### src/rtl/xh_cdb_pkg.sv
// Shared definitions for the xh_cdb channel endpoints: link states,
// credit-return opcode, credit counter sizing and default flit widths.
package xh_cdb_pkg;

    typedef enum logic [1:0] {
        STOP  = 2'd0,
        ACT   = 2'd1,
        RUN   = 2'd2,
        DEACT = 2'd3
    } link_state_e;

    // Opcode carried by a flit that only hands a credit back.
    localparam int LCRD_OPC = 0;

    // Link-level credit limit; also bounds the receive buffer depth.
    localparam int CRD_MAX = 15;
    localparam int CRD_W   = 4;

    // Default flit widths per channel type.
    localparam int REQ_FLIT_W = 127;
    localparam int RSP_FLIT_W = 55;
    localparam int SNP_FLIT_W = 88;
    localparam int DAT_FLIT_W = 392;

endpackage

### src/rtl/xh_cdb_fifo.sv
// Circular receive buffer with a registered head. An entry written at one
// edge becomes visible on valid/head after the following edge; popping
// happens on valid & pop_ready. count covers every entry held, including
// the one shown on head.
module xh_cdb_fifo
    import xh_cdb_pkg::*;
#(
    parameter int FLIT_W = DAT_FLIT_W,
    parameter int DEPTH  = 8
) (
    input  logic              clk,
    input  logic              reset,
    input  logic              push,
    input  logic [FLIT_W-1:0] push_data,
    input  logic              pop_ready,
    output logic              valid,
    output logic [FLIT_W-1:0] head,
    output logic [CRD_W-1:0]  count
);

    localparam int              PTR_W = (DEPTH > 1) ? $clog2(DEPTH) : 1;
    localparam logic [PTR_W-1:0] LAST = PTR_W'(DEPTH - 1);

    logic [FLIT_W-1:0] mem [DEPTH];
    logic [PTR_W-1:0]  wr_ptr;
    logic [PTR_W-1:0]  rd_ptr;
    logic [PTR_W-1:0]  rd_ptr_adv;
    logic [CRD_W-1:0]  count_adv;
    logic              pop;

    // Pointers wrap explicitly so non-power-of-two depths work.
    function automatic logic [PTR_W-1:0] ptr_inc(input logic [PTR_W-1:0] p);
        return (p == LAST) ? '0 : p + PTR_W'(1);
    endfunction

    // Head position and occupancy once this cycle's pop has been applied.
    always_comb begin
        pop        = valid && pop_ready;
        rd_ptr_adv = pop ? ptr_inc(rd_ptr) : rd_ptr;
        count_adv  = count - CRD_W'(pop);
    end

    // Payload storage; carries no reset.
    always_ff @(posedge clk) begin
        if (push) begin
            mem[wr_ptr] <= push_data;
        end
    end

    // Pointers, occupancy and the registered head view.
    always_ff @(posedge clk or posedge reset) begin
        if (reset) begin
            wr_ptr <= '0;
            rd_ptr <= '0;
            count  <= '0;
            valid  <= 1'b0;
            head   <= '0;
        end else begin
            if (push) begin
                wr_ptr <= ptr_inc(wr_ptr);
            end
            rd_ptr <= rd_ptr_adv;
            count  <= count_adv + CRD_W'(push);
            // Only entries already stored before this edge are presented.
            valid  <= (count_adv != '0);
            if (count_adv != '0) begin
                head <= mem[rd_ptr_adv];
            end
        end
    end

endmodule

### src/rtl/xh_cdb_chan_rx.sv
// Receive endpoint for one credited xh_cdb channel: link activation
// handshake, L-credit issue and consumption, protocol error flag and a
// buffered ready/valid output toward the device core. DEPTH must lie in
// 2..15 so that it fits the link credit limit.
module xh_cdb_chan_rx
    import xh_cdb_pkg::*;
#(
    parameter int FLIT_W = DAT_FLIT_W,
    parameter int DEPTH  = 8,
    parameter int OPC_W  = 4
) (
    input  logic              clk,
    input  logic              reset,
    input  logic              rx_linkactivereq,
    output logic              rx_linkactiveack,
    input  logic              rx_flitv,
    input  logic [FLIT_W-1:0] rx_flit,
    output logic              rx_lcrdv,
    output logic              out_valid,
    input  logic              out_ready,
    output logic [FLIT_W-1:0] out_flit,
    output logic              crd_err,
    output logic              link_idle
);

    localparam logic [CRD_W:0] DEPTH_S = (CRD_W + 1)'(DEPTH);

    link_state_e      state;
    link_state_e      state_nxt;
    logic [CRD_W-1:0] crd_out;
    logic [CRD_W-1:0] fifo_count;
    logic             crd_room;
    logic             issue;
    logic             flit_bad;
    logic             flit_ok;
    logic             push;

    // Credit issue and flit classification from registered state.
    always_comb begin
        crd_room = ({1'b0, crd_out} + {1'b0, fifo_count}) < DEPTH_S;
        issue    = (state == RUN) && rx_linkactivereq && crd_room;
        flit_bad = rx_flitv && ((state == STOP) || (crd_out == '0));
        flit_ok  = rx_flitv && !flit_bad;
        push     = flit_ok && (rx_flit[OPC_W-1:0] != OPC_W'(LCRD_OPC));
    end

    // Link activation next-state logic.
    always_comb begin
        state_nxt = state;
        case (state)
            STOP: begin
                if (rx_linkactivereq) state_nxt = ACT;
            end
            ACT: begin
                if (!rx_linkactivereq)     state_nxt = DEACT;
                else if (rx_linkactiveack) state_nxt = RUN;
            end
            RUN: begin
                if (!rx_linkactivereq) state_nxt = DEACT;
            end
            DEACT: begin
                // Requests are ignored until every granted credit is back.
                if (crd_out == '0) state_nxt = STOP;
            end
            default: state_nxt = STOP;
        endcase
    end

    // Link state register.
    always_ff @(posedge clk or posedge reset) begin
        if (reset) begin
            state <= STOP;
        end else begin
            state <= state_nxt;
        end
    end

    // Acknowledge, credit pulse, outstanding-credit count and sticky error.
    always_ff @(posedge clk or posedge reset) begin
        if (reset) begin
            rx_linkactiveack <= 1'b0;
            rx_lcrdv         <= 1'b0;
            crd_out          <= '0;
            crd_err          <= 1'b0;
        end else begin
            // High in every cycle the link is out of STOP.
            rx_linkactiveack <= (state_nxt != STOP);
            rx_lcrdv         <= issue;
            crd_out          <= crd_out + CRD_W'(issue) - CRD_W'(flit_ok);
            if (flit_bad) begin
                crd_err <= 1'b1;
            end
        end
    end

    xh_cdb_fifo #(
        .FLIT_W (FLIT_W),
        .DEPTH  (DEPTH)
    ) u_fifo (
        .clk       (clk),
        .reset     (reset),
        .push      (push),
        .push_data (rx_flit),
        .pop_ready (out_ready),
        .valid     (out_valid),
        .head      (out_flit),
        .count     (fifo_count)
    );

    assign link_idle = (state == STOP) && (fifo_count == '0);

    // Granted credits plus held flits never exceed the buffer.
    a_no_overflow: assert property (@(posedge clk) disable iff (reset)
        ({1'b0, crd_out} + {1'b0, fifo_count}) <= DEPTH_S);

    // A push never lands on a full buffer.
    a_push_room: assert property (@(posedge clk) disable iff (reset)
        push |-> ({1'b0, fifo_count} < DEPTH_S));

endmodule

### config.mk
export PLATFORM = sky130hd
export DESIGN_NAME = xh_cdb_chan_rx
export DESIGN_NICKNAME = d
export VERILOG_FILES = /design/src/rtl/xh_cdb_pkg.sv /design/src/rtl/xh_cdb_fifo.sv /design/src/rtl/xh_cdb_chan_rx.sv
export SDC_FILE = /design/constraint.sdc
export NUM_CORES = 2
export LEC_CHECK = 0
export BUFFER_PORTS_ARGS = -buffer_cell sky130_fd_sc_hd__clkbuf_2
export CORE_UTILIZATION = 25
export DETAILED_ROUTE_END_ITERATION = 12
export PLACE_DENSITY_LB_ADDON = 0.15
export SYNTH_ARGS = -nofsm -noshare
export SYNTH_HDL_FRONTEND = slang
export SYNTH_SLANG_ARGS = --single-unit
### constraint.sdc
create_clock -name clk -period 83.4 [get_ports clk]
set_clock_uncertainty 0.1 [all_clocks]
set_input_delay 8.34 -clock clk [delete_from_list [all_inputs] [get_ports clk]]
set_output_delay 8.34 -clock clk [all_outputs]
set_load 0.02 [all_outputs]
==> metrics.cfg <==
[cts]
cts_post_setup_buffers_inserted = 0
cts_made_buffers = 399
cts_resized = 0
postCtsHoldBufs = 0
clk_latency_ns = 0.96
cts.reportedPaths.clkPinSlew_ns = 0.06
cts_root_buf = clkbuf_16
clock_path_buffers = 4
cts_tree = built
htree_levels = 5
cts_sinks = 3548

[floorplanning]
coreArea_um2 = 517900
start_util_pct = 25.14
ios = 794
die_area_um2 = 523700
die_w_um = 723.7
die_h_um = 723.7
rows = 264

[route]
viasPerCell = 4.379
drc = 0
drt_iter0_markers = 4123
first_pass_iters = 7
vias = 62350
wire_per_inst_um = 25.35
drt-total-wl_mm = 360.9
ant_nets = 0

[sta]
fin_hold_ws_ns = 0.3634
slew_viol_final = 0
finalSetupTns_ns = 0
rsz0062_at_grt = false
min_period_ns = 13.52
fin_ws_ns = 69.88
tightest_slew_ns = 1.097
fmax_mhz = 73.94
finalCritPeriodShare_pct = 16.22
hold_viol = 0
slew_headroom_pct = 26.86
finalSetupViolCount = 0

[critical_path]
r2r-end = u_fifo.head[202]
start_kind = primary input
crit_required_ns = 84.13
cp-end-kind = register
cp_max_fo = 95
crit_end = u_fifo.head[202]
r2r_setup_slack_ns = 76.62
cp.arrival_ns = 14.26
critPathKind = primary input to register
crit_path_start = out_ready
reg2reg_from = u_fifo.rd_ptr[0]
rr_worst_depth = 12

[yosys]
synthFlopType = edfxtp_1
ys.warnings.count = 0
synthTopCellsByCount = edfxtp_1, nand2_1, mux4_2
synth_area_um2 = 130200
synth_nets = 6317
synth_top_cell_by_area = edfxtp_1
synth.most_common_cell = edfxtp_1
synth_edf_count = 3136
ys_seq_elements = 3548
synthArstFlopShare_pct = 11.61
syn_area_per_cell_um2 = 22.06
ys_seq_area_share_pct = 80.24
yosysUniqueCellTypes = 32
syn_inst = 5903
synth.area.top_cells = edfxtp_1, mux4_2, dfrtp_1
synth_top_area_share_pct = 72.33

[global_route]
grt_util_met3_pct = 3.434
grt_max_degree = 96
grt_use_total_pct = 13.45
busiest_layer = met2
grt.met1_usage_pct = 17.33
grt_first_pass_wirelength_mm = 512.8
grt_antenna_before_repair = 131
met2_usage_pct = 22.70
grt_overflow = 0
grt_pass1_vias = 67050

[cells_and_area]
syn2layout_area_growth_pct = 19.64
drive_above_1_share_pct = 31.96
final_core_util_pct = 30.08
fill_cells = 50650
final_nets = 7353

[power]
power.leakage_nw = 52.10
powerDensity_nw_per_um2 = 40.66
ir_drop_mv = 0.04477

[status]
status = complete, no violations

[placement]
port_buffers = 793
hpwl_mm = 205.2
dp_slack_ns = 68.46
place.gp.congestion = 0.6933

[flow_run]
maxCapViolCount = 0

[worst_hold_path]
hold_class = register to register

## layout by cell type, fill, tap and decap left out, types with 3 or more instances in the layout
cell type	netlist	final
dfrtp_1	412	412
buf_4	20	132
inv_1	13	12
clkinv_16	0	7
inv_6	0	9
xnor2_1	4	4
nand2b_1	3	3
clkbuf_1	145	123
nor2_1	9	7
clkinv_1	0	39
nand2_1	789	789
nor3_1	5	3
edfxtp_1	3136	3136
a22oi_1	392	392
clkbuf_16	0	406
nor3b_2	0	4
clkinvlp_4	0	5
xor2_1	3	3
mux2_2	6	5
clkbuf_2	0	793
o21ai_0	3	3
buf_12	0	15
ha_1	16	16
inv_16	0	4
clkinv_8	0	5
mux4_2	784	784
bufinv_16	0	19
clkinv_2	0	68
a21oi_1	4	3
diode_2	0	40
nor3b_1	7	3
clkbuf_8	0	57
## worst max-delay path, cell delays in order
cell,delay (ns)
clkbuf_2,0.09
nand2_2,0.10
mux2_8,0.83
buf_12,0.61
buf_4,0.81
buf_4,0.72
buf_12,0.64
buf_4,0.70
mux4_2,0.59
a22oi_1,0.20
nand2_1,0.08
## metrics by stage
stage / area (um^2) / power, mW / instances
2_1_floorplan: 130200 / 4.109 / 5903
3_3_place_gp: 142700 / 4.721 / 13450
3_5_place_dp: 142700 / 4.738 / 13450
4_1_cts: 155700 / 6.497 / 14200
5_1_grt: 155700 / 6.685 / 14200
6_report: 155800 / 6.333 / 14240
## worst min path at each step
stage	start	depth (start not counted)	slack (ns)	end
finish	u_fifo.head[63]	2	0.36	u_fifo.head[63]
detailed placement	u_fifo.head[15]	2	0.35	u_fifo.head[15]
global placement	crd_err	1	0.35	crd_err
CTS	u_fifo.head[25]	2	0.37	u_fifo.head[25]
floorplan	crd_out[0]	1	0.39	crd_out[0]
global route	u_fifo.head[39]	2	0.39	u_fifo.head[39]
## power breakdown
| part | internal, mW | switching, mW |
|---|---|---|
| clock | 1.01 | 0.724 |
| sequential | 2.29 | 0.124 |
| combinational | 0.850 | 1.34 |
| total | 4.15 | 2.19 |
## flip-flops by register name, summed over array words and instances (netlist names)
name and count:
u_fifo.wr_ptr 3, u_fifo.mem 3136, rx_linkactiveack 1, u_fifo.head 392
crd_err 1, state 2, u_fifo.valid 1, u_fifo.rd_ptr 3
u_fifo.count 4, crd_out 4, rx_lcrdv 1
## cell type report
| cell class | instances | area, um^2 | share of cell area (%) |
|---|---|---|---|
| Clock buffer | 586 | 11410 | 7.322 |
| Multi-Input combinational cell | 2037 | 24250 | 15.57 |
| Tap cell | 6916 | 8653 | 5.555 |
| Sequential cell | 3548 | 104500 | 67.07 |
| Inverter | 13 | 56.30 | 0.03615 |
| Clock inverter | 158 | 1563 | 1.003 |
| Antenna cell | 40 | 100.1 | 0.06426 |
| Timing Repair Buffer | 940 | 5260 | 3.377 |
## logic make-up (layout without fill, tap and decap cells)
group / count (synthesis) / in the layout / synth area share [%]
flip-flops: 3548 / 3548 / 80.24
AND/OR/NAND/NOR: 820 / 820 / 2.407
multiplexers: 791 / 791 / 13.62
AO/OA/AOI/OAI: 402 / 402 / 2.303
buffers and inverters: 318 / 1697 / 1.204
adder cells (fa/ha/maj): 17 / 17 / 0.1691
XOR/XNOR: 7 / 7 / 0.04709
other: 0 / 40 / 0
## layer usage
layer / vias to the layer above / wire length (um)
met5: - / 519
met4: 84 / 8435
met3: 604 / 22600
met2: 1481 / 176200
met1: 33760 / 153200
li1: 26420 / -
Power figures use the tool's default switching activity.
